File: src/rtl/hv_addr_pkg.sv
// Shared types for the nested item-memory address generator and its CSR decoder.
package hv_addr_pkg;

    localparam int unsigned DefCsrDataWidth = 32;
    localparam int unsigned DefNumTotIm     = 1024;
    localparam int unsigned DefImAddrWidth  = $clog2(DefNumTotIm);

    typedef enum logic {
        IDLE = 1'b0,
        RUN  = 1'b1
    } state_e;

    typedef logic [DefImAddrWidth-1:0]  addr_t;
    typedef logic [DefCsrDataWidth-1:0] csr_data_t;

    typedef struct packed {
        csr_data_t start_addr;
        csr_data_t inner_count;
        csr_data_t inner_stride;
        csr_data_t outer_count;
        csr_data_t outer_stride;
    } cfg_t;

    // Index of the last iteration; a trip count of 0 behaves like 1.
    function automatic csr_data_t last_index(input csr_data_t count);
        return (count == '0) ? '0 : count - DefCsrDataWidth'(1);
    endfunction

endpackage

File: src/rtl/loop_counter.sv
// One loop level: trip counter with last-iteration flag and wrap pulse.
module loop_counter #(
    parameter int unsigned Width = 32
) (
    input  logic             clk_i,
    input  logic             rst_ni,
    input  logic             clr,
    input  logic             en,
    input  logic [Width-1:0] max_count,
    output logic             last_c,
    output logic             wrap_c
);

    logic [Width-1:0] count_q;

    assign last_c = (count_q == max_count);
    assign wrap_c = en & last_c;

    always_ff @(posedge clk_i or negedge rst_ni) begin
        if (!rst_ni) begin
            count_q <= '0;
        end else if (clr || wrap_c) begin
            count_q <= '0;
        end else if (en) begin
            count_q <= count_q + Width'(1);
        end
    end

endmodule

File: src/rtl/nested_addr_counter.sv
// Two-level strided address generator for item-memory fetch.
// Optional build macro NESTED_ADDR_COUNTER_REPEAT_EN adds repeat_i (auto-restart until clr_i).
module nested_addr_counter
    import hv_addr_pkg::*;
#(
    parameter int unsigned CsrDataWidth = DefCsrDataWidth,
    parameter int unsigned NumTotIm     = DefNumTotIm
) (
    input  logic                          clk_i,
    input  logic                          rst_ni,
    input  logic                          start_i,
    input  logic                          clr_i,
    input  logic [CsrDataWidth-1:0]       start_addr_i,
    input  logic [CsrDataWidth-1:0]       inner_count_i,
    input  logic [CsrDataWidth-1:0]       inner_stride_i,
    input  logic [CsrDataWidth-1:0]       outer_count_i,
    input  logic [CsrDataWidth-1:0]       outer_stride_i,
`ifdef NESTED_ADDR_COUNTER_REPEAT_EN
    input  logic                          repeat_i,
`endif
    output logic [$clog2(NumTotIm)-1:0]   addr_o,
    output logic                          addr_valid_o,
    input  logic                          addr_ready_i,
    output logic                          last_inner_o,
    output logic                          last_o,
    output logic                          busy_o,
    output logic                          done_o
);

    localparam int unsigned ImAddrWidth = $clog2(NumTotIm);

    state_e                 state_q, state_d;
    cfg_t                   cfg_q, cfg_in;
    logic [ImAddrWidth-1:0] addr_q, addr_d, row_q, row_d;
    logic [ImAddrWidth-1:0] inner_stride_c, outer_stride_c, start_c;
    logic                   done_q, done_d;
    logic                   repeat_q;
    logic                   start_acc_c, step_c, clr_cnt_c;
    logic                   inner_last_c, inner_wrap_c, outer_last_c, outer_wrap_c;
    logic                   unused_cfg;

    assign cfg_in = '{start_addr:   start_addr_i,
                      inner_count:  inner_count_i,
                      inner_stride: inner_stride_i,
                      outer_count:  outer_count_i,
                      outer_stride: outer_stride_i};

    assign inner_stride_c = cfg_q.inner_stride[ImAddrWidth-1:0];
    assign outer_stride_c = cfg_q.outer_stride[ImAddrWidth-1:0];
    assign start_c        = cfg_q.start_addr[ImAddrWidth-1:0];
    assign unused_cfg     = ^{cfg_q.start_addr[CsrDataWidth-1:ImAddrWidth],
                              cfg_q.inner_stride[CsrDataWidth-1:ImAddrWidth],
                              cfg_q.outer_stride[CsrDataWidth-1:ImAddrWidth]};

    // clr_i kills any same-cycle transfer
    assign step_c    = (state_q == RUN) & addr_ready_i & ~clr_i;
    assign clr_cnt_c = clr_i | start_acc_c;

    loop_counter #(.Width(CsrDataWidth)) u_inner (
        .clk_i     (clk_i),
        .rst_ni    (rst_ni),
        .clr       (clr_cnt_c),
        .en        (step_c),
        .max_count (last_index(cfg_q.inner_count)),
        .last_c    (inner_last_c),
        .wrap_c    (inner_wrap_c)
    );

    loop_counter #(.Width(CsrDataWidth)) u_outer (
        .clk_i     (clk_i),
        .rst_ni    (rst_ni),
        .clr       (clr_cnt_c),
        .en        (inner_wrap_c),
        .max_count (last_index(cfg_q.outer_count)),
        .last_c    (outer_last_c),
        .wrap_c    (outer_wrap_c)
    );

    always_ff @(posedge clk_i or negedge rst_ni) begin
        if (!rst_ni) begin
            state_q <= IDLE;
            done_q  <= 1'b0;
            addr_q  <= '0;
            row_q   <= '0;
            cfg_q   <= '0;
        end else begin
            state_q <= state_d;
            done_q  <= done_d;
            addr_q  <= addr_d;
            row_q   <= row_d;
            if (start_acc_c) begin
                cfg_q <= cfg_in;
            end
        end
    end

`ifdef NESTED_ADDR_COUNTER_REPEAT_EN
    always_ff @(posedge clk_i or negedge rst_ni) begin
        if (!rst_ni) begin
            repeat_q <= 1'b0;
        end else if (start_acc_c) begin
            repeat_q <= repeat_i;
        end
    end
`else
    assign repeat_q = 1'b0;
`endif

    // Next state: outer wrap is the final handshake of the sequence
    always_comb begin
        state_d     = state_q;
        done_d      = 1'b0;
        start_acc_c = 1'b0;
        unique case (state_q)
            IDLE: begin
                if (!clr_i && start_i) begin
                    state_d     = RUN;
                    start_acc_c = 1'b1;
                end
            end
            RUN: begin
                if (clr_i) begin
                    state_d = IDLE;
                end else if (outer_wrap_c) begin
                    done_d = 1'b1;
                    if (!repeat_q) begin
                        state_d = IDLE;
                    end
                end
            end
            default: state_d = IDLE;
        endcase
    end

    // Accumulator datapath: row base steps by outer stride, address by inner stride
    always_comb begin
        addr_d = addr_q;
        row_d  = row_q;
        if (clr_i) begin
            addr_d = '0;
            row_d  = '0;
        end else if (start_acc_c) begin
            addr_d = start_addr_i[ImAddrWidth-1:0];
            row_d  = start_addr_i[ImAddrWidth-1:0];
        end else if (outer_wrap_c) begin
            addr_d = start_c;
            row_d  = start_c;
        end else if (inner_wrap_c) begin
            addr_d = row_q + outer_stride_c;
            row_d  = row_q + outer_stride_c;
        end else if (step_c) begin
            addr_d = addr_q + inner_stride_c;
        end
    end

    assign addr_o       = addr_q;
    assign addr_valid_o = (state_q == RUN);
    assign busy_o       = (state_q == RUN);
    assign last_inner_o = addr_valid_o & inner_last_c;
    assign last_o       = addr_valid_o & inner_last_c & outer_last_c;
    assign done_o       = done_q;

endmodule

File: config.mk
export PLATFORM = sky130hd
export DESIGN_NAME = nested_addr_counter
export DESIGN_NICKNAME = d
export VERILOG_FILES = /design/src/rtl/hv_addr_pkg.sv /design/src/rtl/loop_counter.sv /design/src/rtl/nested_addr_counter.sv
export SDC_FILE = /design/constraint.sdc
export NUM_CORES = 1
export LEC_CHECK = 0
export ABC_AREA = 1
export BUFFER_PORTS_ARGS = -buffer_cell sky130_fd_sc_hd__buf_4
export CORE_MARGIN = 2
export CORE_UTILIZATION = 30
export CTS_CLUSTER_DIAMETER = 40
export CTS_CLUSTER_SIZE = 8
export DETAILED_ROUTE_END_ITERATION = 7
export PLACE_DENSITY = 0.5
export SETUP_SLACK_MARGIN = 0.3
export SKIP_CTS_REPAIR_TIMING = 1
export SYNTH_ARGS = -nofsm -noshare
export SYNTH_HDL_FRONTEND = slang
export SYNTH_SLANG_ARGS = --single-unit
File: constraint.sdc
create_clock -name clk_i -period 3.46 [get_ports clk_i]
set_input_delay 0.173 -clock clk_i [delete_from_list [all_inputs] [get_ports clk_i]]
set_output_delay 0.173 -clock clk_i [all_outputs]
set_load 0.02 [all_outputs]
==> results of run 1 <==
## worst max-delay path: stages (launching register included)
cell and delay [ns]:
dfrtp_1 0.39, inv_2 0.10, ha_4 0.15, nand2_4 0.06
nor2_4 0.16, buf_4 0.16, nand2_1 0.12, o21ai_1 0.19
buf_4 0.14, nand3_1 0.06, nand2_1 0.08, nand2_1 0.05
nor2_1 0.11, nand2_1 0.09, nor2_1 0.23, nand3_4 0.15
buf_6 0.15, nor2_4 0.11, nand2_2 0.08, inv_2 0.05
buf_6 0.11
## through the flow
stage / std cells / utilization [%] / setup slack, ns / hold WS [ns] / power, mW
final: 2747 / 39.8 / 0.0594 / 0.0138 / 7.71
after global routing: 2747 / 39.8 / -0.155 / 0.00237 / 8.33
after CTS: 2629 / 35.9 / -0.406 / -0.335 / 7.51
after detailed placement: 2597 / 34.4 / 0.0814 / 0.215 / 5.38
after global placement: 2597 / 34.4 / 0.152 / 0.210 / 5.37
after floorplan: 1950 / - / 0.743 / -0.123 / 4.53
## flip-flops by register name, summed over array words and instances (netlist names)
signal / cells
addr_o: 10
addr_valid_o: 1
cfg_q: 94
done_o: 1
row_q: 10
u_inner.count_q: 32
u_outer.count_q: 32
## cells in the final DEF (no fill, tap or decap), types with 6 or more instances in the layout
master / n
nand2_1: 658
nor2_1: 235
inv_1: 184
dfrtp_1: 170
buf_4: 167
nand3_1: 107
o21ai_0: 101
dlygate4sd3_1: 93
xor2_1: 67
nand4_1: 66
nor3_1: 56
a21oi_1: 31
nor2_2: 28
nor2_4: 27
nand2_2: 23
ha_1: 20
clkbuf_16: 18
o21ai_1: 13
nand3_2: 13
xnor2_1: 11
dfrtp_2: 10
buf_12: 9
nor4_1: 8
nand2_4: 7
inv_6: 7
buf_6: 7
nor3b_1: 6
## per-layer routing
layer / global-route usage (%) / wire length, um / vias up
met5: 0 / 0 / -
met4: 7.09 / 1160 / 0
met3: 2.85 / 1640 / 67
met2: 30.5 / 19600 / 298
met1: 25.4 / 19900 / 6089
li1: - / - / 6715
## power breakdown
part,total (mW),switching (mW),internal [mW]
Sequential,2.72,0.314,2.40
Combinational,2.92,1.74,1.18
Clock,2.07,0.911,1.16
Total,7.71,2.96,4.74
## area by class of cell
cell class                      instances  share of cell area [%]
Clock buffer                           21                    2.70
Timing Repair Buffer                  278                    14.9
Inverter                              193                    4.48
Tap cell                              539                    4.04
Sequential cell                       180                    27.0
Clock inverter                         11                   0.898
Multi-Input combinational cell       1523                    45.9
Timing Repair inverter                  2                   0.105
## logic make-up after synthesis
| logic type | after synthesis |
|---|---|
| fa+ha+maj | 24 |
| flops | 180 |
| buf+inv | 247 |
| simple gates | 1253 |
| compound gates | 166 |
| xor+xnor | 80 |
## worst paths after layout
check	start	slack, ns	endpoint	cells past startpoint
max	cfg_q[96]$_DFFE_PN0P_	0.06	last_o	20
min	inner_count_i[9]	0.01	cfg_q[105]$_DFFE_PN0P_	3
max reg2reg	cfg_q[96]$_DFFE_PN0P_	0.33	addr_o[3]$_DFFE_PN0P_	23
min reg2reg	row_q[8]$_DFFE_PN0P_	0.49	row_q[8]$_DFFE_PN0P_	2
max in group asynchronous	rst_ni	2.33	cfg_q[57]$_DFFE_PN0P_	3
min in group asynchronous	rst_ni	0.28	cfg_q[125]$_DFFE_PN0P_	2
==> results.md, run 1 <==
- Slew Limit Fails: 0
- Hold Vio Cnt, Final: 0
- Die X: 210 um
- Seq/Total Area, Yosys: 35.2%
- Full die area: 44300 um^2
- N_diodes: 0
- Die height: 210 um
- Post-synth EDFFs: 0
- H-tree depth: 4
- Adder-cell share of the synthesized area: 2.47%
- RSZ-0062 raised after global routing: yes
- Avg Cell Area, Syn: 6.55 um^2
- Most common cell in the netlist: nand2_1
- Arrival @ worst endpoint: 3.23 ns
- Number of global-route vias before repair: 12200
- Synth Area in Simple Gates: 42.0%
- Worst skew pair latency: 0.49 ns
- Post-synth cell types: 45
- Detailed Route WL: 42300 um
- Setup TNS: 0 ns
- Area Overhead vs Synth: 30.8%
- Setup crit end kind: output port
- Static Leak: 7.88 nW
- Routability-driven placement congestion ratio: 0.919
- Final instance area: 16700 um^2
- Rows: 75
- Most used DFF post-synth: dfrtp_1
- Mux share of post-synthesis cell area: 0%
- CP Class: reg2out
- Fill count: 4467
- Post-synth ARST share: 100%
- Sequential cell area: 4520 um^2
- Wire length per cell: 15.4 um
- Compound-Gate Fraction of Synth Area: 6.89%
- Worst-margin pin slew: 0.755 ns
- Tcrit/Tclk final: 98.3%
- Area of the multi-input gates: 7670 um^2
- Mapped Cells: 1950
- Worst-path clk slew: 0.07 ns
- Mapped Area: 12800 um^2
- Power Density: 461 nW/um^2
- Worst Setup Start Kind: flip-flop
- Port bufs: 113
- Post-route DRC: 0
- Largest family of logic cells by synthesized area: simple AND/OR/NAND/NOR gates
- DRT iter0 DRCs: 868
- Clock buffer depth: 2
- CTS tree: built
- Clk sinks: 180
- DP HPWL: 31600 um
- Nets: 2384
- Worst Path Max Fanout: 6
- Global route overflow: 0
- Post-Synth XOR/XNOR Area: 5.48%
- Initial Utilization: 30.4%
- Number of detailed-route iterations in the first pass: 5
- Yosys top cell area share: 35.2%
- Slew HR: 49.6%
- Critical Path RT: 3.29 ns
- Synth warnings: 0
- Clock root buffer: clkbuf_16
- Dominant cell type by area after synthesis: dfrtp_1
- Final setup viols: 0
- Share of cells above drive strength 1: 16.0%
- Register bit total from synthesis: 180
- Via density: 4.79
- Max-cap violation count: 0
- Initial antenna violation count: 1
- Worst Hold Class: in2reg
- DP Area: 14500 um^2
- First-pass GRT wire length: 64700 um
- Fin crit period: 3.40 ns
- Num CTS Buffers: 17
- Area contributors post-synth: dfrtp_1, nand2_1, nor2_1
- Peak VDD IR: 0.000252 V
- # IOs: 180
- Status: finished, final reports clean
- Syn_nets: 2139
- Fmax: 294 MHz
- ANT nets after route: 0
- Tot GR Track Use: 18.8%
- Vias post-DR: 13200
- Pin count of the biggest net entering global routing: 75
- CORE AREA: 42000 um^2
- Clk_skew: 0.0216 ns
- Synth top cells by count: nand2_1, nor2_1, inv_1
No activity file was read; power rests on OpenSTA's default activity.
==> run 2: changes to the inputs <==
Settings changed: CTS_BUF_LIST set to sky130_fd_sc_hd__clkbuf_2 sky130_fd_sc_hd__clkbuf_4 sky130_fd_sc_hd__clkbuf_8.
==> run 2 against run 1 <==
The flow now finishes with violations (setup timing); clock power shrank 22%; sequential share of layout area grew 0.20 points; combinational power is essentially flat; routed wire length grew 0.41%; non-clock buffer count grew 8; critical path depth is the same; sequential power is essentially flat; cell count grew 0.29%; register-to-register slack lost 0.02 ns; via count grew 0.19%; die area is the same; critical endpoint unchanged; largest power group unchanged.
==> results.md, run 2 (synthesis gave the netlist of run 1 again) <==
- Sequential cell area: 4520 um^2
- P_sw: 2.91 mW
- Worst Path Max Fanout: 6
- Hold Vio Cnt, Final: 0
- Worst Setup Start Kind: flip-flop
- Fin crit period: 3.50 ns
- Worst-path clk slew: 0.10 ns
- Number of detailed-route iterations in the first pass: 5
- Biggest regs: cfg_q x94, u_inner.count_q x32, u_outer.count_q x32
- Worst Setup Slack, final: -0.0393 ns
- Rows: 75
- Fmax: 286 MHz
- Clock root buffer: clkbuf_8
- Arrival @ worst endpoint: 3.33 ns
- ANT nets after route: 0
- Post-route DRC: 0
- Top reg by flops: cfg_q
- Initial Utilization: 30.4%
- Tcrit/Tclk final: 101%
- Most frequent CP cell: nand2_1
- Seq pwr share: 37.3%
- Worst path max stage delay: 0.41 ns
- Pwr Total: 7.27 mW
- Vias post-DR: 13200
- RSZ-0062 raised after global routing: yes
- Max-cap violation count: 0
- Die height: 210 um
- Worst-margin pin slew: 0.751 ns
- Commonest non-fill, non-tap cell in the layout: nand2_1
- Clock Power Share: 22.3%
- Detailed Route WL: 42500 um
- Fill count: 4505
- N_diodes: 0
- Share of cells above drive strength 1: 16.5%
- Inst Count DP: 2597
- Failing checks: setup timing
- Slew Limit Fails: 0
- DP Worst Slack: 0.0814 ns
- CP Class: reg2out
- CTS tree: built
- Logic pwr share: 40.4%
- Wire length per cell: 15.4 um
- Power Density: 438 nW/um^2
- Full die area: 44300 um^2
- Routability-driven placement congestion ratio: 0.919
- Critical Path RT: 3.29 ns
- Tot GR Track Use: 18.8%
- Die X: 210 um
- Clock buffer depth: 2
- Slew HR: 49.9%
- Pin count of the biggest net entering global routing: 75
- DRT iter0 DRCs: 809
- Setup crit end kind: output port
- CP Cell Sequence: inv_2 > ha_4 > nand2_4 > nor2_4 > buf_4 > nand2_1 > o21ai_1 > buf_4 > nand3_1 > nand2_1 > nand2_1 > nor2_1 > nand2_1 > nor2_1 > nand3_4 > buf_6 > nor2_4 > nand2_2 > inv_2 > buf_6
- # IOs: 180
- Worst Hold Class: in2reg
- Max stage delay cell, worst path: dfrtp_1
- Status: finished, violations left
- Final setup viols: 1
- Clk_skew: 0.0254 ns
- Via density: 4.79
- H-tree depth: 4
- Port bufs: 113
- Most frequent cells in the layout: nand2_1, nor2_1, inv_1, buf_4, dfrtp_1
- Initial antenna violation count: 1
- Area of the multi-input gates: 7660 um^2
- Static Leak: 7.83 nW
- Num CTS Buffers: 17
- Peak VDD IR: 0.000222 V
- Worst skew pair latency: 0.57 ns
- Max reg flops: 94
- DP Area: 14500 um^2
- Final instance area: 16600 um^2
- Nets: 2392
- Number of global-route vias before repair: 12300
- Global route overflow: 0
- First-pass GRT wire length: 64800 um
- Clk sinks: 180
- Int Power: 4.35 mW
- CORE AREA: 42000 um^2
- Area Overhead vs Synth: 29.9%
- DP HPWL: 31600 um
- Non-filler cells, final: 2755
- Sw Ratio: 40.1%
==> run 2: power groups by stage <==
stage                     Sequential [mW]  Combinational [mW]  Clock, mW
after floorplan                      2.68                1.85          0
after global placement               2.73                2.64          0
after detailed placement             2.73                2.65          0
after CTS                            2.69                2.67       1.69
after global routing                 2.76                3.35       1.77
final                                2.71                2.94       1.62
==> run 2: final timing paths <==
path	start	endpoint	slack [ns]	cells after the start
max	cfg_q[96]$_DFFE_PN0P_	last_o	-0.04	20
min in group asynchronous	rst_ni	cfg_q[125]$_DFFE_PN0P_	0.20	2
min	start_i	cfg_q[71]$_DFFE_PN0P_	0.05	5
min reg2reg	row_q[8]$_DFFE_PN0P_	row_q[8]$_DFFE_PN0P_	0.49	2
max in group asynchronous	rst_ni	cfg_q[104]$_DFFE_PN0P_	2.41	3
max reg2reg	cfg_q[96]$_DFFE_PN0P_	addr_o[3]$_DFFE_PN0P_	0.31	23
==> run 2: layer usage <==
metal  GRT usage [%]  vias up  wire length (um)
met1            25.4     6086             19800
met3            3.29       59              1860
met5               0        -                 0
li1                -     6726                 -
met2            30.4      323             19700
met4            6.61        0              1070
==> run 2: layout make-up <==
| class | count | area share [%] |
|---|---|---|
| timing repair buffer | 286 | 15.4 |
| tap | 539 | 4.06 |
| clock inverter | 11 | 0.905 |
| clock buffer | 21 | 1.63 |
| sequential | 180 | 27.2 |
| timing repair inverter | 2 | 0.106 |
| inverter | 193 | 4.52 |
| multi-input combinational | 1523 | 46.2 |
==> run 2: through the flow <==
step,utilization (%),setup TNS [ns],hold WS (ns)
detailed placement,34.4,0,0.215
global placement,34.4,0,0.210
finish,39.5,-0.0393,0.0505
floorplan,-,0,-0.123
CTS,35.4,-0.880,-0.434
global route,39.5,-0.458,0.0163
==> run 2: critical path: cells and delay by family (launching register included) <==
| kind | cells | cell delay [ns] |
|---|---|---|
| and+or+nand+nor | 12 | 1.28 |
| buffers and inverters | 6 | 0.70 |
| DFF | 1 | 0.41 |
| AOI/OAI and AO/OA | 1 | 0.19 |
| adders and majority gates | 1 | 0.16 |
